### src/rtl/regfile_wb_arbiter.sv
// Two-requester writeback arbiter for a single regfile write port. After reset it clears r1..r31 (31 cycles).
// Then it grants one writeback per cycle with zero latency: wb0 has default priority, and a starved wb1 takes the port.
module regfile_wb_arbiter #(
  parameter int STARVE_LIMIT = 4
) (
  input  logic        clk,
  input  logic        rst,
  input  logic        wb0_valid,
  input  logic [4:0]  wb0_dest,
  input  logic [31:0] wb0_data,
  output logic        wb0_ready,
  input  logic        wb1_valid,
  input  logic [4:0]  wb1_dest,
  input  logic [31:0] wb1_data,
  output logic        wb1_ready,
  output logic        rf_load,
  output logic [4:0]  rf_dest,
  output logic [31:0] rf_in,
  output logic        clear_done
);

  localparam logic [0:0] ST_CLEAR = 1'b0;
  localparam logic [0:0] ST_RUN   = 1'b1;
  localparam logic [3:0] LIMIT    = 4'(STARVE_LIMIT);

  logic [0:0] r_state;
  logic [4:0] r_clr_idx;
  logic [3:0] r_starve;

  logic w_run;
  logic w_wb0_nz;
  logic w_wb0_z;
  logic w_wb1_nz;
  logic w_wb1_z;
  logic w_wb0_win;
  logic w_wb1_win;

  assign w_run     = (r_state == ST_RUN) && !rst;
  assign w_wb0_nz  = wb0_valid && (wb0_dest != 5'd0);
  assign w_wb0_z   = wb0_valid && (wb0_dest == 5'd0);
  assign w_wb1_nz  = wb1_valid && (wb1_dest != 5'd0);
  assign w_wb1_z   = wb1_valid && (wb1_dest == 5'd0);
  // Writes to r0 are discarded, so they bypass arbitration entirely.
  assign w_wb1_win = w_wb1_nz && (!w_wb0_nz || (r_starve == LIMIT));
  assign w_wb0_win = w_wb0_nz && !w_wb1_win;

  always_comb begin
    wb0_ready  = 1'b0;
    wb1_ready  = 1'b0;
    rf_load    = 1'b0;
    rf_dest    = 5'd0;
    rf_in      = 32'd0;
    clear_done = 1'b0;
    if (!rst) begin
      if (r_state == ST_CLEAR) begin
        rf_load = 1'b1;
        rf_dest = r_clr_idx;
      end else begin
        clear_done = 1'b1;
        wb0_ready  = w_wb0_z || w_wb0_win;
        wb1_ready  = w_wb1_z || w_wb1_win;
        if (w_wb1_win) begin
          rf_load = 1'b1;
          rf_dest = wb1_dest;
          rf_in   = wb1_data;
        end else if (w_wb0_win) begin
          rf_load = 1'b1;
          rf_dest = wb0_dest;
          rf_in   = wb0_data;
        end
      end
    end
  end

  always_ff @(posedge clk) begin
    if (rst) begin
      r_state   <= ST_CLEAR;
      r_clr_idx <= 5'd1;
      r_starve  <= 4'd0;
    end else if (r_state == ST_CLEAR) begin
      r_clr_idx <= r_clr_idx + 5'd1;
      r_starve  <= 4'd0;
      if (r_clr_idx == 5'd31) begin
        r_state <= ST_RUN;
      end
    end else begin
      // Counter only tracks an uninterrupted run of lost nonzero-dest cycles.
      if (!wb1_valid || wb1_ready) begin
        r_starve <= 4'd0;
      end else if (w_wb1_nz && (r_starve < LIMIT)) begin
        r_starve <= r_starve + 4'd1;
      end
    end
  end

  logic w_unused;
  assign w_unused = w_run;

endmodule
### config.mk
export PLATFORM = sky130hd
export DESIGN_NAME = regfile_wb_arbiter
export DESIGN_NICKNAME = d
export VERILOG_FILES = /design/src/rtl/regfile_wb_arbiter.sv
export SDC_FILE = /design/constraint.sdc
export NUM_CORES = 1
export LEC_CHECK = 0
export ABC_AREA = 1
export CAP_MARGIN = 20
export CORE_MARGIN = 3
export CORE_UTILIZATION = 35
export DETAILED_ROUTE_END_ITERATION = 10
export GPL_TIMING_DRIVEN = 0
export PLACE_DENSITY_LB_ADDON = 0.12
export SYNTH_ARGS = -nofsm -noshare
export SYNTH_HDL_FRONTEND = slang
export SYNTH_SLANG_ARGS = --single-unit
export TNS_END_PERCENT = 20
### constraint.sdc
create_clock -name clk -period 3.7 [get_ports clk]
set_clock_uncertainty 0.05 [all_clocks]
set_input_delay 0.74 -clock clk [delete_from_list [all_inputs] [get_ports clk]]
set_output_delay 0.74 -clock clk [all_outputs]
set_load 0.01 [all_outputs]
==> impl_metrics.env, run 1 <==
export IMPL_fin_tns_setup_ns=0
export IMPL_cts_max_level=1
export IMPL_tightestPinTransition_ns=0.381
export IMPL_grt_ovfl_total=0
export IMPL_avgViaCountPerCell=4.71
export IMPL_whs_ns=0.427
export IMPL_antenna_found_initial=0
export IMPL_combPwrFrac=0.446
export IMPL_cap_violations=0
export IMPL_grt_max_degree=11
export IMPL_drt_iter0_drc=101
export IMPL_std_cell_rows=22
export IMPL_avgSynthCellArea_sq_um=6.12
export IMPL_dr_total_vias=1852
export IMPL_critical_path_class="input port to output port"
export IMPL_die_h_um=68.6
export IMPL_final_nets=429
export IMPL_critPathArrivalTime_ns=2.73
export IMPL_cp_common_cell="clkdlybuf4s50_1"
export IMPL_min_period_ns=3.52
export IMPL_max_slew_margin=0.746
export IMPL_path_clk_slew_ns=0.04
export IMPL_yosysWarnings=0
export IMPL_p_int_uw=291
export IMPL_synth_async_reset_ratio=0
export IMPL_yosysMostFrequentCell="nand3_1"
export IMPL_fin_crit_sh=0.951
export IMPL_critPathMaxStageDelay_ns=0.56
export IMPL_syn_to_final_growth_pct=93.5
export IMPL_worstPathMaxFanout=10
export IMPL_p_sw_uw=106
export IMPL_clockBufferDepth=2
export IMPL_syn_nets=306
export IMPL_p_sw_frac=0.268
export IMPL_hold_buffers=0
export IMPL_fp_coreArea_sq_mm=0.00372
export IMPL_ant_nets=0
export IMPL_clock_sinks=10
export IMPL_die_x_um=68.6
export IMPL_startpoint_type="input port"
export IMPL_syn_inst=224
export IMPL_crit_slowest_cell="clkdlybuf4s50_1"
export IMPL_clock_latency_ns=0.23
export IMPL_hp_class="flop to flop"
export IMPL_p_clk_frac=0.262
export IMPL_vdd_ir_drop_max_uv=228
export IMPL_initial_core_util=0.369
export IMPL_cts_tree="yes"
export IMPL_cts_root_buf="clkbuf_8"
export IMPL_drive_gt1_frac=0.139
export IMPL_grt_first_pass_wirelength_mm=7.56
export IMPL_grt_pass1_vias=1576
export IMPL_max_freq_mhz=284
export IMPL_dpl_hpwl_mm=4.13
export IMPL_grtUsageTotal=0.204
export IMPL_setup_viol=0
export IMPL_pwr_share_seq=0.291
export IMPL_rsz0062_at_grt="no"
export IMPL_hold_viol_final=0
export IMPL_io_pins=119
export IMPL_syn_cell_area_sq_mm=0.00137
export IMPL_cts_setup_buffers=0
export IMPL_ctsResizeCount=0
export IMPL_port_buffers=118
export IMPL_p_leak_uw=0.000986
export IMPL_routed_wl_mm=5.11
export IMPL_outcome="complete, no violations"
export IMPL_numCtsBuffers=3
export IMPL_seq_area_frac_synth=0.146
export IMPL_netlist_top_cells_area="nand3_1 (15%), dfxtp_1 (15%), a21oi_1 (9.9%), nand2_1 (9.9%), nor2_1 (7.4%)"
export IMPL_cp_cell_sequence="clkdlybuf4s50_1, nor2_2, nand3_2, nand2_1, inv_1, buf_2, nand3_1, a21oi_2, clkdlybuf4s50_1"
export IMPL_ys_seq_elements=10
export IMPL_synth_edff_count=0
export IMPL_wire_per_inst_um=13.0
export IMPL_yosysTopAreaCell="nand3_1"
export IMPL_cp_required_ns=2.91
export IMPL_drc_errors=0
export IMPL_n_antenna_cell=0
export IMPL_synth_top_area_frac=0.150
export IMPL_dieArea_sq_mm=0.00471
export IMPL_p_per_area_mw_per_mm2=150
export IMPL_end_kind="output port"
export IMPL_filler_cell_count=333
export IMPL_synthTopCellsByCount="nand3_1 (41), nand2_1 (36), a21oi_1 (27), nor2_1 (27), inv_1 (19)"
export IMPL_ys_dominant_reg_cell="dfxtp_1"
export IMPL_yosys_cell_types_count=28
export IMPL_finalWeightedCongestion=0.784
export IMPL_slew_viol_final=0
export IMPL_drt_pass1_iterations=4
-- power by group through the flow --
stage	Combinational (uW)	Sequential, uW	Clock [uW]
6_report	177	116	104
3_5_place_dp	178	118	0
3_3_place_gp	176	118	0
2_1_floorplan	74.2	117	0
5_1_grt	196	116	111
4_1_cts	179	116	110
-- layout by cell type, fill, tap and decap left out --
cell type	instances
nand3_2	3
clkdlybuf4s50_1	118
inv_1	19
nor2_4	1
inv_4	1
dfxtp_1	10
a21o_1	1
buf_8	2
nand2_4	1
buf_2	7
buf_12	1
o21ai_0	8
o21ai_2	1
nand2_1	36
a21oi_1	27
inv_8	1
a21oi_2	10
nand2_8	1
nor2_1	27
nor2_2	1
nand3_1	41
inv_2	1
nand4_1	1
nand2_2	10
clkbuf_1	1
ha_1	4
nor3_1	4
buf_6	3
nand3_4	1
clkbuf_8	3
-- routing by layer --
metal,track usage,part of all wire
met1,0.259,0.42
met2,0.361,0.49
met3,0.0308,0.085
met4,0.0447,0.0025
met5,0,0
-- worst paths after layout --
path / slack, ns / start / cells past startpoint / to
min: 0.43 / r_starve[3]$_SDFFE_PP0P_ / 2 / r_starve[3]$_SDFFE_PP0P_
max: 0.18 / wb0_dest[2] / 9 / rf_in[6]
max reg2reg: 2.22 / r_starve[0]$_SDFFE_PP0P_ / 7 / r_starve[1]$_SDFFE_PP0P_
min reg2reg: 0.43 / r_starve[3]$_SDFFE_PP0P_ / 2 / r_starve[3]$_SDFFE_PP0P_
-- final cells by class --
type | count | area [sq um] | area share
timing repair buffer | 118 | 1180 | 0.445
sequential | 10 | 200 | 0.0754
clock buffer | 3 | 41.3 | 0.0156
inverter | 22 | 92.6 | 0.0349
multi-input combinational | 178 | 956 | 0.360
buffer | 14 | 123 | 0.0462
tap | 48 | 60.1 | 0.0226
-- through the flow --
stage / setup slack [ns] / util / power, uW / cells / cell area, sq um
after floorplan: 1.28 / - / 191 / 224 / 1370
after global placement: 0.208 / 0.703 / 294 / 390 / 2610
after detailed placement: 0.173 / 0.703 / 296 / 390 / 2610
after CTS: 0.171 / 0.714 / 404 / 393 / 2650
after global routing: 0.0429 / 0.714 / 424 / 393 / 2650
final: 0.180 / 0.714 / 398 / 393 / 2650
-- critical path: cells and delay by family --
family,cells,cell delay [ns]
simple gates,4,0.35
compound gates,1,0.14
buf+inv,4,1.49
-- state kept, by name, indices dropped and copies added (netlist names) --
signal and count:
r_clr_idx 5, r_starve 4, r_state 1
-- cell families after synthesis --
| group | Yosys count | synth area share |
|---|---|---|
| adder cells (fa/ha/maj) | 4 | 0.0365 |
| buffers and inverters | 36 | 0.157 |
| AO/OA/AOI/OAI | 47 | 0.203 |
| AND/OR/NAND/NOR | 127 | 0.457 |
| flip-flops | 10 | 0.146 |
Note: power is estimated with default switching activity, not from simulation.
==> run 2, diff against run 1 <==
--- a/config.mk
+++ b/config.mk
@@ -7,8 +7,7 @@
 export LEC_CHECK = 0
 export ABC_AREA = 1
 export CAP_MARGIN = 20
-export CORE_MARGIN = 3
-export CORE_UTILIZATION = 35
+export CORE_UTILIZATION = 29
 export DETAILED_ROUTE_END_ITERATION = 10
 export GPL_TIMING_DRIVEN = 0
 export PLACE_DENSITY_LB_ADDON = 0.12
==> constraint.sdc (replaced) <==
create_clock -name clk -period 3.17 [get_ports clk]
set_clock_uncertainty 0.05 [all_clocks]
set_input_delay 0.634 -clock clk [delete_from_list [all_inputs] [get_ports clk]]
set_output_delay 0.634 -clock clk [all_outputs]
set_load 0.01 [all_outputs]
==> run 2 against run 1 <==
Effect of this change: the run now ends with design-rule violations left; global-route usage decreased by 1.5 points; worst hold slack got worse by 0.010 ns; clock-buffer cell count increased by 1; via count increased by 0.32%; critical path type unchanged; highest routed layer unchanged.
==> impl_metrics.env, run 2 (same netlist as run 1, synthesis figures left out) <==
export IMPL_slew_viol_final=0
export IMPL_die_x_um=70.8
export IMPL_fp_coreArea_sq_mm=0.00444
export IMPL_rr_worst_depth=7
export IMPL_dr_total_vias=1858
export IMPL_outcome="finished, violations left"
export IMPL_fin_crit_sh=0.974
export IMPL_grt_first_pass_wirelength_mm=7.86
export IMPL_dpl_hpwl_mm=3.90
export IMPL_crit_cells=9
export IMPL_critical_path_class="input port to output port"
export IMPL_dieArea_sq_mm=0.00501
export IMPL_layout_cells_most_common="clkdlybuf4s50_1"
export IMPL_top_regs="r_clr_idx: 5 flops, r_starve: 4 flops, r_state: 1 flops"
export IMPL_drc_errors=26
export IMPL_clock_latency_ns=0.24
export IMPL_cp_common_cell="clkdlybuf4s50_1"
export IMPL_std_cell_rows=24
export IMPL_routed_wl_mm=4.87
export IMPL_min_period_ns=3.09
export IMPL_final_nets=431
export IMPL_initial_core_util=0.309
export IMPL_violations="design-rule violations"
export IMPL_grtUsageTotal=0.189
export IMPL_cts_tree="yes"
export IMPL_crit_slowest_cell="clkdlybuf4s50_1"
export IMPL_placed_area_sq_mm=0.00262
export IMPL_ant_nets=0
export IMPL_setup_viol=0
export IMPL_worstPathMaxFanout=7
export IMPL_cts_root_buf="clkbuf_8"
export IMPL_max_freq_mhz=324
export IMPL_vdd_ir_drop_max_uv=252
export IMPL_grt_ovfl_total=0
export IMPL_n_antenna_cell=0
export IMPL_largest_reg_flops=5
export IMPL_end_kind="output port"
export IMPL_hp_class="flop to flop"
export IMPL_tightestPinTransition_ns=0.373
export IMPL_hold_viol_final=0
export IMPL_syn_to_final_growth_pct=93.9
export IMPL_antenna_found_initial=0
export IMPL_pre_cts_slack_ns=-0.108
export IMPL_stdcell_count=400
export IMPL_die_h_um=70.8
export IMPL_drt_pass1_iterations=7
export IMPL_whs_path_depth=2
export IMPL_grt_pass1_vias=1718
export IMPL_multiInputGateArea_sq_um=956
export IMPL_port_buffers=118
export IMPL_max_slew_margin=0.750
export IMPL_cp_required_ns=2.49
export IMPL_drive_gt1_frac=0.149
export IMPL_io_pins=119
export IMPL_path_buf_inv=3
export IMPL_cap_violations=0
export IMPL_setup_slack_ns=0.0833
export IMPL_grt_max_degree=11
export IMPL_p_leak_uw=0.00117
export IMPL_design_area_sq_mm=0.00266
export IMPL_finalWeightedCongestion=0.761
export IMPL_avgViaCountPerCell=4.65
export IMPL_rsz0062_at_grt="no"
export IMPL_top_register="r_clr_idx"
export IMPL_clock_sinks=10
export IMPL_critPathArrivalTime_ns=2.40
export IMPL_path_clk_slew_ns=0.05
export IMPL_filler_cell_count=431
export IMPL_numCtsBuffers=3
export IMPL_cts_max_level=1
export IMPL_wire_per_inst_um=12.2
export IMPL_cp_cell_sequence="clkdlybuf4s50_1, nor2_2, nand3_2, nand3_4, nand2_8, inv_8, nand2_1, a21oi_1, clkdlybuf4s50_1"
export IMPL_drt_iter0_drc=58
export IMPL_final_cell_mix="clkdlybuf4s50_1 (86), nand3_1 (41), nand2_1 (36), dlygate4sd2_1 (31)"
export IMPL_critPathMaxStageDelay_ns=0.56
export IMPL_startpoint_type="input port"
export IMPL_clockBufferDepth=2
export IMPL_seqCellArea_sq_um=200
export IMPL_p_per_area_mw_per_mm2=189
export IMPL_power_uw=503
export IMPL_cp_top_family="buffers and inverters"
export IMPL_dp_cells=394
run 2: power by group:
part | leakage (uW) | switching [uW] | total [uW] | internal, uW
sequential | 0.0000814 | 3.98 | 135 | 131
combinational | 0.00106 | 81.2 | 211 | 130
clock | 0.0000288 | 47.8 | 157 | 109
run 2: cell type report:
cell class | count | share of cell area
Timing Repair Buffer | 120 | 0.436
Multi-Input combinational cell | 178 | 0.360
Sequential cell | 10 | 0.0753
Buffer | 14 | 0.0489
Inverter | 22 | 0.0348
Tap cell | 52 | 0.0245
Clock buffer | 4 | 0.0207
run 2: worst paths after layout:
| path | slack, ns | start | to |
|---|---|---|---|
| setup / recovery | 0.08 | wb0_dest[1] | rf_in[0] |
| hold reg to reg | 0.42 | r_starve[3]$_SDFFE_PP0P_ | r_starve[3]$_SDFFE_PP0P_ |
| hold / removal | 0.42 | r_starve[3]$_SDFFE_PP0P_ | r_starve[3]$_SDFFE_PP0P_ |
| setup reg to reg | 1.66 | r_starve[0]$_SDFFE_PP0P_ | r_starve[1]$_SDFFE_PP0P_ |
run 2: repair_timing:
action	CTS	global route
buffers inserted	0	2
gates resized for setup	35	1
hold buffers	0	0
endpoints found under the setup margin	31	5
run 2: stage by stage:
stage,TNS (ns),util,hold WS [ns]
3_5_place_dp,-2.59,0.589,0.410
5_1_grt,0,0.598,0.449
4_1_cts,0,0.594,0.415
6_report,0,0.598,0.417
3_3_place_gp,-2.40,0.589,0.407
2_1_floorplan,0,-,0.394
run 2: metal layers:
metal  wire length (um)  up-vias  track usage
met3                369       13       0.0370
met4                123        0       0.0644
met5                  0        -            0
met2               2250       72        0.319
li1                   -      992            -
met1               2130      781        0.240
run 2: tightest hold or removal path: cells and delay by family, from the launching register on:
family                 cells  cell delay, ns
buffers and inverters      1            0.07
flip-flops                 1            0.31
AND/OR/NAND/NOR            1            0.04
